===== config.mk =====
export PLATFORM = sky130hd
export DESIGN_NAME = jump_ctrl
export DESIGN_NICKNAME = d
export VERILOG_FILES = /design/src/rtl/jump_pkg.sv /design/src/rtl/jump_lut.sv /design/src/rtl/jump_ctrl.sv
export SDC_FILE = /design/constraint.sdc
export NUM_CORES = 1
export LEC_CHECK = 0
export CORE_AREA = 2 2 62 64
export DETAILED_ROUTE_END_ITERATION = 7
export DIE_AREA = 0 0 64 66
export PLACE_DENSITY = 0.85
export SYNTH_ARGS = -nofsm -noshare
export SYNTH_HDL_FRONTEND = slang
export SYNTH_HIERARCHICAL = 1
export SYNTH_SLANG_ARGS = --single-unit

===== constraint.sdc =====
create_clock -name clk -period 2.4 [get_ports clk]
set_input_delay 0.48 -clock clk [delete_from_list [all_inputs] [get_ports clk]]
set_output_delay 0.48 -clock clk [all_outputs]
set_load 0.005 [all_outputs]

===== src/rtl/jump_pkg.sv =====
// Shared types and the relative-offset table for the jump control stage.
// JUMP_LINK_EN (optional macro) enables CALL/RET through a single link register.
package jump_pkg;

    localparam int LUT_DW    = 12;
    localparam int LUT_DEPTH = 16;

    typedef enum logic [2:0] {
        BR_NOP  = 3'd0,
        BR_JMP  = 3'd1,
        BR_BZ   = 3'd2,
        BR_BNZ  = 3'd3,
        BR_BC   = 3'd4,
        BR_CALL = 3'd5,
        BR_RET  = 3'd6,
        BR_HALT = 3'd7
    } br_op_t;

    typedef enum logic [1:0] {
        ST_IDLE   = 2'd0,
        ST_RUN    = 2'd1,
        ST_HALTED = 2'd2
    } state_t;

    // Signed relative offsets; edit this table to retarget a program.
    localparam logic [LUT_DW-1:0] LUT_INIT [LUT_DEPTH] = '{
        12'h001, 12'h002, 12'hFFE, 12'hFFC,
        12'h003, 12'h007, 12'hFF8, 12'h010,
        12'hFF0, 12'h020, 12'h7FF, 12'h800,
        12'h004, 12'hFFF, 12'h005, 12'hFE0
    };

endpackage


===== src/rtl/jump_lut.sv =====
// Combinational offset lookup: index -> sign-extended D-bit relative offset.
// Table depth is fixed at 16 entries, so LUT_AW is expected to be 4.
module jump_lut
    import jump_pkg::*;
#(
    parameter int D      = 12,
    parameter int LUT_AW = 4
) (
    input  logic [LUT_AW-1:0] lut_idx,
    output logic [D-1:0]      offset
);

    logic [LUT_DW-1:0] entry;

    always_comb begin
        entry  = LUT_INIT[lut_idx];
        offset = D'($signed(entry));
    end

endmodule


===== src/rtl/jump_ctrl.sv =====
// Run/halt control upstream of the PC: branch decision, relative target, cycle counter.
// Define JUMP_LINK_EN to enable CALL/RET through a single link register.
//
//   state     | meaning
//   ST_IDLE   | after reset, PC held until start
//   ST_RUN    | decoding br_op every cycle
//   ST_HALTED | HALT seen, PC held, done=1 until start
module jump_ctrl
    import jump_pkg::*;
#(
    parameter int D      = 12,
    parameter int LUT_AW = 4,
    parameter int CW     = 16
) (
    input  logic              clk,
    input  logic              reset,
    input  logic              start,
    input  logic [2:0]        br_op,
    input  logic [LUT_AW-1:0] lut_idx,
    input  logic              flag_we,
    input  logic              alu_zero,
    input  logic              alu_carry,
    input  logic [D-1:0]      prog_ctr,
    output logic              jump_en,
    output logic [D-1:0]      target,
    output logic              done,
    output logic              running,
    output logic [CW-1:0]     cyc_cnt
);

    state_t         state_q, state_d;
    logic           zero_q, zero_d;
    logic           carry_q, carry_d;
    logic [CW-1:0]  cyc_cnt_q, cyc_cnt_d;
    logic [D-1:0]   lut_off;
    br_op_t         op;

`ifdef JUMP_LINK_EN
    logic [D-1:0]   link_q, link_d;
`else
    logic           unused_prog_ctr;
    assign unused_prog_ctr = ^prog_ctr;
`endif

    assign op = br_op_t'(br_op);

    jump_lut #(
        .D      (D),
        .LUT_AW (LUT_AW)
    ) u_lut (
        .lut_idx (lut_idx),
        .offset  (lut_off)
    );

    // Branches see only the registered flags; a same-cycle flag_we lands after the decision.
    always_comb begin
        zero_d    = flag_we ? alu_zero  : zero_q;
        carry_d   = flag_we ? alu_carry : carry_q;
        cyc_cnt_d = cyc_cnt_q;
        if (state_q == ST_RUN && cyc_cnt_q != {CW{1'b1}}) begin
            cyc_cnt_d = cyc_cnt_q + 1'b1;
        end
    end

    always_comb begin
        state_d = state_q;
        jump_en = 1'b1;
        target  = '0;
`ifdef JUMP_LINK_EN
        link_d  = link_q;
`endif
        case (state_q)
            ST_IDLE: begin
                if (start) state_d = ST_RUN;
            end
            ST_RUN: begin
                case (op)
                    BR_JMP: target = lut_off;
                    BR_BZ: begin
                        if (zero_q) target  = lut_off;
                        else        jump_en = 1'b0;
                    end
                    BR_BNZ: begin
                        if (!zero_q) target  = lut_off;
                        else         jump_en = 1'b0;
                    end
                    BR_BC: begin
                        if (carry_q) target  = lut_off;
                        else         jump_en = 1'b0;
                    end
`ifdef JUMP_LINK_EN
                    BR_CALL: begin
                        target = lut_off;
                        link_d = prog_ctr + 1'b1;
                    end
                    BR_RET: target = link_q - prog_ctr;
`endif
                    BR_HALT: state_d = ST_HALTED;
                    default: jump_en = 1'b0;
                endcase
            end
            ST_HALTED: begin
                if (start) state_d = ST_RUN;
            end
            default: state_d = ST_IDLE;
        endcase
    end

    always_ff @(posedge clk) begin
        if (reset) begin
            state_q   <= ST_IDLE;
            zero_q    <= 1'b0;
            carry_q   <= 1'b0;
            cyc_cnt_q <= '0;
`ifdef JUMP_LINK_EN
            link_q    <= '0;
`endif
        end else begin
            state_q   <= state_d;
            zero_q    <= zero_d;
            carry_q   <= carry_d;
            cyc_cnt_q <= cyc_cnt_d;
`ifdef JUMP_LINK_EN
            link_q    <= link_d;
`endif
        end
    end

    assign done    = (state_q == ST_HALTED);
    assign running = (state_q == ST_RUN);
    assign cyc_cnt = cyc_cnt_q;

endmodule


==> flow_metrics.py <==
metrics = {
    "sta": {
        "setup_tns_ns": 0,
        "post-route-period-util_pct": 98.9,
        "finalCriticalPeriod_ns": 2.37,
        "slew_viol_final": 0,
        "fmax_ghz": 0.421,
        "slew_headroom_pct": 53.2,
        "fin_ws_ns": 0.0262,
        "tightest_slew_ns": 0.696,
        "clock_skew_ns": 0.00269,
        "setup_viol": 0,
        "fin_hold_ws_ns": 0.503,
        "hold_viol_final": 0,
    },
    "layout": {
        "nets": 270,
        "drive_gt1_share_pct": 23.8,
        "antenna_cells": 0,
        "nFillCells": 303,
        "synthToLayoutAreaGrowth_pct": 46.3,
        "final_util_pct": 62.5,
        "regArea_um2": 400,
        "multi_input_area_um2": 1080,
    },
    "pwr": {
        "leakage_nw": 0.928,
        "max-vdd-ir-drop_mv": 0.264,
        "power.density_nw_per_um2": 377,
        "pwr-share-comb_pct": 23.8,
        "p_switching_w": 0.000213,
        "p_int_w": 0.000623,
        "swShare_pct": 25.5,
        "p_seq_share_pct": 42.4,
        "pwr-share-clk_pct": 33.8,
    },
    "routing": {
        "drtAntennaViolNets": 0,
        "avgRoutedWirePerCell_um": 15.0,
        "wirelength_um": 4300,
        "drc": 0,
        "drt_pass1_iterations": 4,
        "drt-initial-drc-count": 75,
        "num_vias": 1617,
        "vias_per_cell": 5.63,
    },
    "worst_setup_path": {
        "rrSetupSlack_ns": 0.36,
        "worstPathArrival_ns": 1.89,
        "cp_max_fo": 4,
        "critPathCaptureType": "primary output",
        "crit_required_ns": 1.92,
        "startpoint_type": "primary input",
        "r2r_cells": 5,
        "reg2reg_to": "cyc_cnt[0]",
        "reg2reg_from": "cyc_cnt[0]",
        "critPathKind": "primary input to primary output",
        "cp-startpoint": "lut_idx[1]",
    },
    "placement": {
        "gp_congestion": 0.881,
        "portBuffers": 43,
        "post-place-ws_ns": -0.600,
        "detailed_place_hpwl_um": 2890,
    },
    "global_routing": {
        "grt_max_degree": 18,
        "overflow": 0,
        "grt_usage_pct": 21.2,
        "grt_pass1_vias": 1611,
        "grt_pass1_wl_um": 7130,
        "antenna_found_initial": 0,
    },
    "yosys": {
        "netlist_instances": 178,
        "synth_edf_count": 0,
        "synth_area_leaders": "dfxtp_1, and2_1, a21oi_1",
        "synth.cell_area_um2": 1520,
        "yosysSeqAreaShare_pct": 26.4,
        "yosysTopAreaCell": "dfxtp_1",
        "synth.top_cell.area_share_pct": 26.4,
        "ys_ff_latch": 20,
        "syn_area_per_cell_um2": 8.52,
        "ys_warn_count": 6,
        "synthArstFlopShare_pct": 0,
        "synthFlopType": "dfxtp_1",
        "synth.net_count": 208,
        "synth_cell_types": 46,
    },
    "clock_tree": {
        "cts_tree": "yes",
        "cts_buffers": 3,
        "clk_path_buf_depth": 2,
        "cts.sinks": 20,
        "cts_root_buf": "clkbuf_4",
        "clkTransAtPathRegs_ns": 0.12,
        "htree_levels": 1,
        "worstSkewPairLatency_ns": 0.31,
    },
    "min_path": {
        "hold_class": "flop to flop",
        "holdCritStartpoint": "carry_q",
        "min_path_cells": 2,
        "whs_endpoint": "carry_q",
    },
    "job": {
        "cap_viol_max_count": 0,
    },
    "floorplanning": {
        "start_util_pct": 42.7,
        "die-area_um2": 4220,
        "die_x_um": 64,
        "pin_count": 56,
        "fp-row-count": 22,
        "core_area_um2": 3550,
        "die_y_um": 66,
    },
    "run_status": {
        "status": "completed",
    },
}
==> cell usage in the layout (no fill, tap or decap), drive strengths merged, types with 2 or more instances in the layout <==
master / n
or4b: 2
and2: 15
buf: 24
o21ai: 2
or4: 3
mux2i: 2
clkbuf: 11
nand3: 10
inv: 10
nand2: 13
clkdlybuf4s15: 3
nor3b: 2
nor4b: 2
ha: 5
nor4: 6
nor2b: 7
o31ai: 3
clkdlybuf4s50: 24
dfxtp: 20
mux4: 5
nor3: 9
mux2: 3
a21oi: 14
and3b: 2
a311oi: 2
nor2: 7
nand2b: 4
dlygate4sd2: 7
a41oi: 2
and3: 5
==> synth_stat cells (2+ instances only) <==
library cell,n
dfxtp_1,20
and2_1,15
a21oi_1,14
nand2_1,13
nand3_1,10
inv_1,9
nor3_1,9
nor2_1,7
nor2b_1,7
and3_1,5
buf_4,5
ha_1,5
nor4_1,5
nand2b_1,4
clkbuf_1,3
mux2_2,3
mux4_2,3
o31ai_1,3
a311oi_1,2
a41oi_1,2
and3b_1,2
mux2i_1,2
mux4_1,2
nor3b_1,2
nor4b_1,2
o21ai_0,2
or4_1,2
or4b_1,2
==> layout make-up <==
| class | count | share of cell area [%] |
|---|---|---|
| Clock buffer | 3 | 1.02 |
| Clock inverter | 1 | 1.35 |
| Inverter | 10 | 1.92 |
| Multi-Input combinational cell | 138 | 48.8 |
| Sequential cell | 20 | 18.0 |
| Tap cell | 48 | 2.71 |
| Timing Repair Buffer | 67 | 26.2 |
==> sequential cells by signal (all words and copies together) (netlist names) <==
name,cells
cyc_cnt,16
zero_q,1
state_q,2
carry_q,1
==> power groups by stage <==
stage,Combinational (W),Sequential (W),Clock [W]
6_report,0.000199,0.000354,0.000282
5_1_grt,0.000216,0.000356,0.000295
4_1_cts,0.000188,0.000354,0.000286
3_5_place_dp,0.000174,0.000361,0
3_3_place_gp,0.000169,0.000361,0
2_1_floorplan,0.0000941,0.000359,0
==> through the flow <==
step	cells	cell area [µm²]	power, W
6_report	287	2220	0.000835
5_1_grt	287	2220	0.000867
4_1_cts	285	2200	0.000828
3_5_place_dp	275	2060	0.000535
3_3_place_gp	275	2060	0.000530
2_1_floorplan	178	1520	0.000453
==> worst max-delay path, cell delays in order <==
cell and delay (ns):
clkbuf_4 0.15, inv_2 0.08, ha_4 0.28, inv_1 0.04
mux4_2 0.44, and2_1 0.15, dlygate4sd2_1 0.27
==> repair_timing <==
action                                  CTS  global route
setup buffers                             5             2
hold buffers                              0             0
pin swaps                                 4             7
gates cloned                              1             0
endpoints found under the setup margin   13            12
resized for setup                        42            20
==> routing by layer <==
| layer | vias to the layer above | share of wire (%) | global-route usage (%) |
|---|---|---|---|
| met1 | 759 | 43 | 24.6 |
| met2 | 55 | 47 | 35.7 |
| met4 | 0 | 3.4 | 13.0 |
| met5 | - | 0 | 0 |
| li1 | 789 | - | - |
| met3 | 14 | 6.2 | 4.43 |
==> worst max-delay path by stage <==
stage | endpoint | slack [ns] | depth (start not counted)
finish | target[11] | 0.03 | 7
floorplan | target[10] | 0.24 | 6
detailed placement | target[8] | -0.60 | 7
global placement | target[7] | -0.54 | 7
CTS | target[5] | -0.03 | 7
global route | target[1] | -0.03 | 7
==> cells by family after synthesis <==
| logic type | synth area share, % |
|---|---|
| AO/OA/AOI/OAI | 14.0 |
| buffers and inverters | 6.93 |
| adder cells (fa/ha/maj) | 4.13 |
| XOR/XNOR | 0.578 |
| multiplexers | 11.5 |
| AND/OR/NAND/NOR | 36.5 |
| flip-flops | 26.4 |
No activity file was read; power rests on OpenSTA's default activity.
